File: config.mk
export PLATFORM = sky130hd
export DESIGN_NAME = hub75_scan_scheduler
export DESIGN_NICKNAME = d
export VERILOG_FILES = /design/src/rtl/hub75_scan_scheduler.sv
export SDC_FILE = /design/constraint.sdc
export NUM_CORES = 1
export LEC_CHECK = 0
export CAP_MARGIN = 40
export CORE_MARGIN = 1
export CORE_UTILIZATION = 57
export CTS_BUF_LIST = sky130_fd_sc_hd__clkbuf_4
export CTS_CLUSTER_DIAMETER = 200
export DETAILED_ROUTE_END_ITERATION = 7
export PLACE_DENSITY_LB_ADDON = 0.3
export SETUP_SLACK_MARGIN = 0.2
export SYNTH_ARGS = -nofsm -noshare
export SYNTH_HDL_FRONTEND = slang
export SYNTH_SLANG_ARGS = --single-unit
File: constraint.sdc
create_clock -name clk_in -period 2.6 [get_ports clk_in]
set_input_delay 0.52 -clock clk_in [delete_from_list [all_inputs] [get_ports clk_in]]
set_output_delay 0.52 -clock clk_in [all_outputs]
set_load 0.005 [all_outputs]
File: src/rtl/hub75_scan_scheduler.sv
// rtl/hub75_scan_scheduler.sv - HUB75 row/latch/OE sequencer with BCM planes
// Shifts the next (row, plane) through the shift engine while the current plane is lit.
module hub75_scan_scheduler #(
   parameter int SCAN_RATE      = 32,
   parameter int BIT_PLANES     = 3,
   parameter int BASE_OE_CYCLES = 8,
   parameter int BLANK_CYCLES   = 2
) (
   input  logic                          clk_in,
   input  logic                          rst_in,
   input  logic                          enable,
   input  logic                          shift_done,
   output logic                          shift_start,
   output logic [$clog2(SCAN_RATE)-1:0]  shift_row,
   output logic [$clog2(BIT_PLANES)-1:0] shift_plane,
   output logic [$clog2(SCAN_RATE)-1:0]  hub75_addr,
   output logic                          hub75_latch,
   output logic                          hub75_oe,
   output logic                          frame_done,
   output logic                          busy
);
   localparam int RW = $clog2(SCAN_RATE);
   localparam int PW = $clog2(BIT_PLANES);
   localparam int CW = $clog2(BASE_OE_CYCLES << (BIT_PLANES - 1)) + 1;
   localparam logic [RW-1:0] ROW_LAST   = RW'(SCAN_RATE - 1);
   localparam logic [PW-1:0] PLANE_LAST = PW'(BIT_PLANES - 1);
   localparam logic [CW-1:0] BLANK_LOAD = CW'(BLANK_CYCLES - 1);

   typedef enum logic [2:0] {S_IDLE, S_PRIME, S_BLANK, S_LATCH, S_DISPLAY} state_t;

   state_t        state, state_nxt;
   logic [RW-1:0] srow, srow_nxt, drow, drow_nxt, adv_row;
   logic [PW-1:0] splane, splane_nxt, dplane, dplane_nxt, adv_plane;
   logic [CW-1:0] cnt, cnt_nxt;
   logic          pending, pending_nxt, shifted, shifted_nxt;
   logic          shift_start_nxt, latch_nxt, oe_nxt, frame_done_nxt;
   logic [RW-1:0] shift_row_nxt, addr_nxt;
   logic [PW-1:0] shift_plane_nxt;
   logic          sd_valid;

   // A done pulse coincident with our own start pulse cannot belong to that request.
   assign sd_valid = shift_done & ~shift_start;

   always_comb begin
      adv_plane = splane + 1'b1;
      adv_row   = srow;
      if (splane == PLANE_LAST) begin
         adv_plane = '0;
         adv_row   = (srow == ROW_LAST) ? '0 : srow + 1'b1;
      end
   end

   always_comb begin
      state_nxt       = state;
      srow_nxt        = srow;
      splane_nxt      = splane;
      drow_nxt        = drow;
      dplane_nxt      = dplane;
      cnt_nxt         = cnt;
      pending_nxt     = pending;
      shifted_nxt     = shifted;
      shift_start_nxt = 1'b0;
      shift_row_nxt   = shift_row;
      shift_plane_nxt = shift_plane;
      addr_nxt        = hub75_addr;
      latch_nxt       = 1'b0;
      oe_nxt          = 1'b1;
      frame_done_nxt  = 1'b0;
      case (state)
         S_IDLE: begin
            if (enable) begin
               state_nxt       = S_PRIME;
               srow_nxt        = '0;
               splane_nxt      = '0;
               shift_start_nxt = 1'b1;
               shift_row_nxt   = '0;
               shift_plane_nxt = '0;
            end
         end
         S_PRIME: begin
            if (sd_valid) begin
               state_nxt = S_BLANK;
               cnt_nxt   = BLANK_LOAD;
            end
         end
         S_BLANK: begin
            if (cnt == BLANK_LOAD) addr_nxt = srow;
            if (cnt == '0) begin
               state_nxt = S_LATCH;
               latch_nxt = 1'b1;
            end else begin
               cnt_nxt = cnt - 1'b1;
            end
         end
         S_LATCH: begin
            state_nxt   = S_DISPLAY;
            drow_nxt    = srow;
            dplane_nxt  = splane;
            oe_nxt      = 1'b0;
            cnt_nxt     = CW'(BASE_OE_CYCLES) << splane;
            shifted_nxt = 1'b0;
            pending_nxt = enable;
            if (enable) begin
               srow_nxt        = adv_row;
               splane_nxt      = adv_plane;
               shift_start_nxt = 1'b1;
               shift_row_nxt   = adv_row;
               shift_plane_nxt = adv_plane;
            end
         end
         S_DISPLAY: begin
            if (sd_valid) shifted_nxt = 1'b1;
            if (cnt > CW'(1)) begin
               cnt_nxt = cnt - 1'b1;
               oe_nxt  = 1'b0;
            end else begin
               // Plane time is spent; hold blanked until the next plane is shifted.
               cnt_nxt = '0;
               if (shifted || sd_valid || !pending) begin
                  frame_done_nxt = (drow == ROW_LAST) && (dplane == PLANE_LAST);
                  if (pending) begin
                     state_nxt = S_BLANK;
                     cnt_nxt   = BLANK_LOAD;
                  end else begin
                     state_nxt = S_IDLE;
                  end
               end
            end
         end
         default: state_nxt = S_IDLE;
      endcase
   end

   always_ff @(posedge clk_in) begin
      if (rst_in) begin
         state       <= S_IDLE;
         srow        <= '0;
         splane      <= '0;
         drow        <= '0;
         dplane      <= '0;
         cnt         <= '0;
         pending     <= 1'b0;
         shifted     <= 1'b0;
         shift_start <= 1'b0;
         shift_row   <= '0;
         shift_plane <= '0;
         hub75_addr  <= '0;
         hub75_latch <= 1'b0;
         hub75_oe    <= 1'b1;
         frame_done  <= 1'b0;
         busy        <= 1'b0;
      end else begin
         state       <= state_nxt;
         srow        <= srow_nxt;
         splane      <= splane_nxt;
         drow        <= drow_nxt;
         dplane      <= dplane_nxt;
         cnt         <= cnt_nxt;
         pending     <= pending_nxt;
         shifted     <= shifted_nxt;
         shift_start <= shift_start_nxt;
         shift_row   <= shift_row_nxt;
         shift_plane <= shift_plane_nxt;
         hub75_addr  <= addr_nxt;
         hub75_latch <= latch_nxt;
         hub75_oe    <= oe_nxt;
         frame_done  <= frame_done_nxt;
         busy        <= (state_nxt != S_IDLE);
      end
   end
endmodule

==> results.cfg, run 1 <==
[outcome]
status = complete, no violations

[worst_setup_path]
crit_end = cnt[2]
crit_slowest_cell = or3b_2
end_kind = register
critPathTopFamily = compound AO/OA/AOI/OAI gates
cp.depth = 7
cpPeakStageDelay_ns = 0.46
r2r_start = cnt[0]
critPathMaxFanout = 8
cp_cell_sequence = inv_1 > ha_1 > or3b_2 > o21ai_0 > o211a_1 > o21ai_0 > a21oi_1
arrival_ns = 2.49
crit_top_cell = o21ai_0
critPathRequiredTime_ns = 2.88
crit_type = register to register
reg2reg_depth = 7
reg2reg_to = cnt[2]
critPathBufInv = 1
rrSetupSlack_ns = 0.39
cp-startpoint = cnt[0]
worstSetupStartpointType = register

[floorplan]
coreArea_sq_mm = 0.00276
die_y_um = 56.1
die_area_sq_mm = 0.00315
rows = 19
die_w_um = 56.1
initial_core_util = 0.605
pin_count = 21

[sta]
drv_slew = 0
max_slew.worst_pin.slew_ns = 0.529
finalCritPeriodShare = 0.851
setup_tns_ns = 0
hold_violations = 0
timing.final.crit_period_ns = 2.21
report.final.setup_viol = 0
fmax_mhz = 452
rsz0062_at_grt = false
fin_skew_ns = 0.0139
slew_headroom = 0.647
hold_ws_ns = 0.470

[power]
power.switching_uw = 273
ir_worst_vdd_mv = 0.588
combPwrFrac = 0.116
cellLeakagePower_nw = 0.771
pwr-share-clk = 0.357
switching_share = 0.255
p_seq_frac = 0.527
power_mw = 1.07
intPower_uw = 799
cellPowerDensity_mw_per_mm2 = 543

[placement]
place_congestion = 0.892
hpwl_um = 2820
portBuffers = 20
place_inst = 245

[logic_synthesis]
ys_seq_area_frac = 0.420
postSynthCellCount = 199
synthFlopType = dfxtp_1
syn_nets = 208
synth_area_sq_mm = 0.00167
syn_avg_cell_area_sq_um = 8.38
synth_seq_cells = 35
synth-edff-count = 0
synthArstFlopShare = 0
ys_types = 44
synth_warnings = 0

[final_layout]
drive_gt1_frac = 0.0860
num_antenna_cells = 0
multiInputGateArea_sq_um = 908
nets = 230
area.growth.synth_to_final_pct = 18.5
final-seq-area_sq_um = 701
instances_no_fill = 252
fillerInstances = 231

[worst_hold_path]
hp-class = register to register

[route]
drt_wl_total_um = 3910
wl_per_cell_um = 15.5
first_pass_iters = 4
routed_via_density = 6.03
ant_nets = 0
drc = 0
dr_total_vias = 1520
drt_iter0_markers = 81

[clocking]
clock-sinks = 35
cts-resized-gates = 0
clock-root-buffer = clkbuf_4
cts-buffers-inserted = 5
clock_latency_ns = 0.36
htree_num_levels = 2
cts_setup_buffers = 0
cts_tree = yes
clk_pin_slew_ns = 0.11
cts_buffer_depth = 2
holdBufCountCts = 0

[job]
max-cap-violations = 0

[global_routing]
grt-busiest-layer = met2
grt_overflow = 0
grt_pass1_wl_um = 6260
grt_pass1_vias = 1410
gr-usage-met2 = 0.444
antenna_found_initial = 0
use_met3 = 0.0674
grt_max_degree = 17
grt_util_all_layers = 0.262
grt_use_met1 = 0.297
## Yosys cell counts, types with 2 or more instances
cell / number / area, sq um
mux2i_1: 8 / 80.1
or2_2: 3 / 18.8
nor3_1: 6 / 30.0
nor3b_1: 3 / 22.5
buf_2: 2 / 10.0
o21ai_0: 9 / 45.0
nor2_1: 20 / 75.1
or3_1: 4 / 25.0
a21oi_1: 20 / 100
nand3_1: 7 / 35.0
ha_1: 5 / 62.6
nand2_1: 23 / 86.3
nor4b_1: 2 / 17.5
dfxtp_1: 35 / 701
a211oi_1: 2 / 15.0
nor4_1: 3 / 18.8
nand3b_1: 5 / 37.5
nor2b_1: 3 / 18.8
or2_1: 2 / 12.5
inv_1: 6 / 22.5
o2bb2ai_1: 2 / 17.5
clkbuf_1: 7 / 26.3
## metal layers
metal | wire [um] | up-vias
li1 | - | 753
met1 | 1670 | 713
met2 | 1930 | 44
met3 | 209 | 10
met4 | 98 | 0
met5 | 0 | -
## worst reg2reg max path, stage by stage, from the launching register on
cell     delay, ns
dfxtp_1       0.39
inv_1         0.12
ha_1          0.18
or3b_2        0.46
o21ai_0       0.34
o211a_1       0.37
o21ai_0       0.13
a21oi_1       0.15
## worst min path at each step
stage / cells after the start / startpoint / slack, ns / endpoint
floorplan: 2 / drow[1] / 0.43 / frame_done
global placement: 2 / dplane[0] / 0.44 / dplane[0]
detailed placement: 2 / drow[4] / 0.45 / drow[4]
CTS: 2 / drow[1] / 0.47 / drow[1]
global route: 2 / drow[4] / 0.49 / drow[4]
finish: 2 / drow[4] / 0.47 / drow[4]
## stage by stage
step                      instance area [sq um]  utilization  setup slack, ns
after floorplan                            1670            -            0.738
after global placement                     1900        0.689            0.489
after detailed placement                   1900        0.689            0.362
after CTS                                  1980        0.716            0.444
after global routing                       1980        0.716            0.241
final                                      1980        0.716            0.387
## final cells by class
class | instances | share of cell area
repair buffers | 24 | 0.117
flip-flops and latches | 35 | 0.355
inverters | 6 | 0.0114
clock inverters | 2 | 0.0190
multi-input cells | 149 | 0.460
well taps | 31 | 0.0196
clock buffers | 5 | 0.0190
## flip-flops by register name, indices dropped and copies added, names as in the netlist
| signal | cells |
|---|---|
| drow | 5 |
| splane | 2 |
| hub75_latch | 1 |
| state | 3 |
| srow | 5 |
| hub75_oe | 1 |
| cnt | 6 |
| hub75_addr | 5 |
| shifted | 1 |
| frame_done | 1 |
| dplane | 2 |
| shift_start | 1 |
| busy | 1 |
| pending | 1 |
## placed cells by master, fill, tap and decap left out, types with 2 or more instances in the layout
master / instances
a211oi_1: 2
clkbuf_4: 5
nor3b_1: 3
nand3b_1: 5
nand3_1: 7
buf_4: 4
or2_1: 2
clkdlybuf4s50_1: 20
nor2b_1: 3
ha_1: 5
inv_1: 6
or2_2: 3
nor4_1: 3
mux2i_1: 8
or3_1: 4
o2bb2ai_1: 2
nor3_1: 6
nor2_1: 20
o21ai_0: 9
nand2_1: 23
dfxtp_1: 35
a21oi_1: 20
nor4b_1: 2
## cells by family (layout without fill, tap and decap cells)
kind of cell	after synthesis	after routing	share of synthesized area
AO/OA/AOI/OAI	42	42	0.155
XOR/XNOR	1	1	0.00525
adder cells (fa/ha/maj)	5	5	0.0375
buffers and inverters	15	37	0.0353
flip-flops	35	35	0.420
multiplexers	8	8	0.0480
AND/OR/NAND/NOR	93	93	0.299
## power groups by stage
stage / sequential, mW / clock (mW) / combinational [mW]
floorplan: 0.567 / 0 / 0.0906
global route: 0.568 / 0.408 / 0.134
detailed placement: 0.577 / 0 / 0.121
finish: 0.565 / 0.383 / 0.124
CTS: 0.565 / 0.389 / 0.122
global placement: 0.577 / 0 / 0.118
Note: power is estimated with default switching activity, not from simulation.
==> run 2, diff against run 1 <==
--- a/config.mk
+++ b/config.mk
@@ -5,13 +5,14 @@
 export SDC_FILE = /design/constraint.sdc
 export NUM_CORES = 1
 export LEC_CHECK = 0
+export ABC_AREA = 1
 export CAP_MARGIN = 40
 export CORE_MARGIN = 1
-export CORE_UTILIZATION = 57
+export CORE_UTILIZATION = 56
 export CTS_BUF_LIST = sky130_fd_sc_hd__clkbuf_4
-export CTS_CLUSTER_DIAMETER = 200
+export CTS_CLUSTER_DIAMETER = 150
 export DETAILED_ROUTE_END_ITERATION = 7
-export PLACE_DENSITY_LB_ADDON = 0.3
+export PLACE_DENSITY = 0.81
 export SETUP_SLACK_MARGIN = 0.2
 export SYNTH_ARGS = -nofsm -noshare
 export SYNTH_HDL_FRONTEND = slang
==> run 2 against run 1 <==
  * Highest routed layer unchanged
  * Largest cell class unchanged
  * Flip-flop and latch count stayed put
  * Largest power group unchanged
  * Area after synthesis is 1.4% lower
  * Count of clock-buffer cells in the layout is 1 higher
==> results.cfg, run 2 <==
[worst_setup_path]
arrival_ns = 1.35
rrSetupSlack_ns = 0.93
cp.depth = 1
crit_slowest_cell = clkdlybuf4s50_1
cp_cell_sequence = clkdlybuf4s50_1
cpPeakStageDelay_ns = 0.55
critPathMaxFanout = 6
end_kind = output port
critPathRequiredTime_ns = 2.08
critPathBufInv = 1
critPathTopFamily = buffers and inverters
reg2reg_depth = 11
crit_type = register to output port
worstSetupStartpointType = register

[logic_synthesis]
synth-edff-count = 0
synth_seq_cells = 35
ys_types = 29
synth_area_sq_mm = 0.00164
synthArstFlopShare = 0
synth_area_leaders = dfxtp_1 43%, nand2_1 12%, nor2_1 6.8%
synthFlopType = dfxtp_1
ys_seq_area_frac = 0.426
syn_nets = 234
synth_warnings = 0
yosys.area.top_type = dfxtp_1
synthTopCellsByCount = 52 x nand2_1, 35 x dfxtp_1, 30 x nor2_1
synthMostInstantiatedCell = nand2_1
synth_top_area_share = 0.426
syn_avg_cell_area_sq_um = 7.31
postSynthCellCount = 225

[route]
dr_total_vias = 1488
drt_iter0_markers = 58
wl_per_cell_um = 12.2
drt_wl_total_um = 3400
routed_via_density = 5.31
ant_nets = 0
drc = 0
first_pass_iters = 4

[global_routing]
grt_max_degree = 18
antenna_found_initial = 0
grt_overflow = 0
grt_pass1_wl_um = 5740
grt_pass1_vias = 1342
grt_util_all_layers = 0.239

[final_layout]
area.growth.synth_to_final_pct = 16.8
instances_no_fill = 280
num_antenna_cells = 0
drive_gt1_frac = 0.116
nets = 257
final_core_util = 0.696
final_common_cell = nand2_1
regMostFlops = cnt
fillerInstances = 238
largest_register_ffs = 6
fin_area_sq_mm = 0.00192
final_cell_mix = 52 x nand2_1, 35 x dfxtp_1, 30 x nor2_1

[sta]
report.final.setup_viol = 0
hold_violations = 0
timing.final.crit_period_ns = 1.87
fin_skew_ns = 0.00760
max_slew.worst_pin.slew_ns = 0.414
finalCritPeriodShare = 0.721
setup_tns_ns = 0
slew_headroom = 0.723
rsz0062_at_grt = false
fmax_mhz = 533
drv_slew = 0

[power]
cellPowerDensity_mw_per_mm2 = 577
ir_worst_vdd_mv = 0.483
cellLeakagePower_nw = 0.845

[clocking]
clock-sinks = 35
cts_setup_buffers = 0
cts_buffer_depth = 2
cts-resized-gates = 0
clock-root-buffer = clkbuf_4
clk_pin_slew_ns = 0.10
clock_latency_ns = 0.35
cts_tree = yes
cts-buffers-inserted = 5
holdBufCountCts = 0
htree_num_levels = 2

[floorplan]
coreArea_sq_mm = 0.00276
initial_core_util = 0.596
die_area_sq_mm = 0.00316
die_w_um = 56.2
die_y_um = 56.2
rows = 19
pin_count = 21

[placement]
place_area_sq_mm = 0.00186
portBuffers = 20
hpwl_um = 2480
place_congestion = 0.818
place_inst = 272

[job]
max-cap-violations = 0

[worst_hold_path]
hp-class = register to register
whs_path_depth = 2

[outcome]
status = complete, no violations
==> run 2: cell types whose count changed after synthesis, moves of 5 or more <==
cell | previous run | this run
o21ai_1 | 0 | 14
mux2i_1 | 8 | 0
o21ai_0 | 9 | 3
nand2_1 | 23 | 52
nor2_1 | 20 | 30
nand3b_1 | 5 | 0
inv_2 | 0 | 6
nand3_1 | 7 | 14
nor3_1 | 6 | 1
inv_1 | 6 | 20
==> run 2: final cells by class <==
cell class              instances  area (sq um)  share of cell area
multi-input cells             159           818               0.426
flip-flops and latches         35           701               0.365
repair buffers                 21           208               0.108
inverters                      26          97.6              0.0508
clock buffers                   6          45.0              0.0235
well taps                      31          38.8              0.0202
clock inverters                 2          12.5             0.00651
==> run 2: routing by layer <==
| layer | wire [um] | vias up | GRT usage | share of wire |
|---|---|---|---|---|
| met5 | 0 | - | 0 | 0 |
| met4 | 68 | 0 | 0.139 | 0.020 |
| met3 | 216 | 6 | 0.0558 | 0.063 |
| met2 | 1560 | 48 | 0.367 | 0.46 |
| met1 | 1560 | 661 | 0.307 | 0.46 |
| li1 | - | 773 | - | - |
==> run 2: metrics by stage <==
stage,hold slack (ns),setup slack [ns],total power [mW]
finish,0.471,0.726,1.11
global route,0.512,0.687,1.16
global placement,0.459,0.666,0.810
detailed placement,0.458,0.636,0.816
CTS,0.474,0.694,1.12
floorplan,0.443,1.24,0.749
==> run 2: kinds of logic after synthesis <==
group                      Yosys count  synth area share
and+or+nand+nor                    114             0.326
AOI/OAI and AO/OA                   38             0.123
DFF                                 35             0.426
buffers and inverters               31            0.0761
adders and majority gates            5            0.0381
xor gates and xnor gates             2            0.0107
==> run 2: path summary, 6_finish.rpt <==
check,from,to
setup / recovery,splane[1],shift_plane[1]
hold / removal,cnt[1],cnt[1]
setup reg to reg,cnt[0],cnt[5]
hold reg to reg,cnt[1],cnt[1]
==> run 2: where the power goes <==
part | internal, mW | switching (mW)
clock | 0.115 | 0.187
combinational | 0.0910 | 0.128
sequential | 0.563 | 0.0246
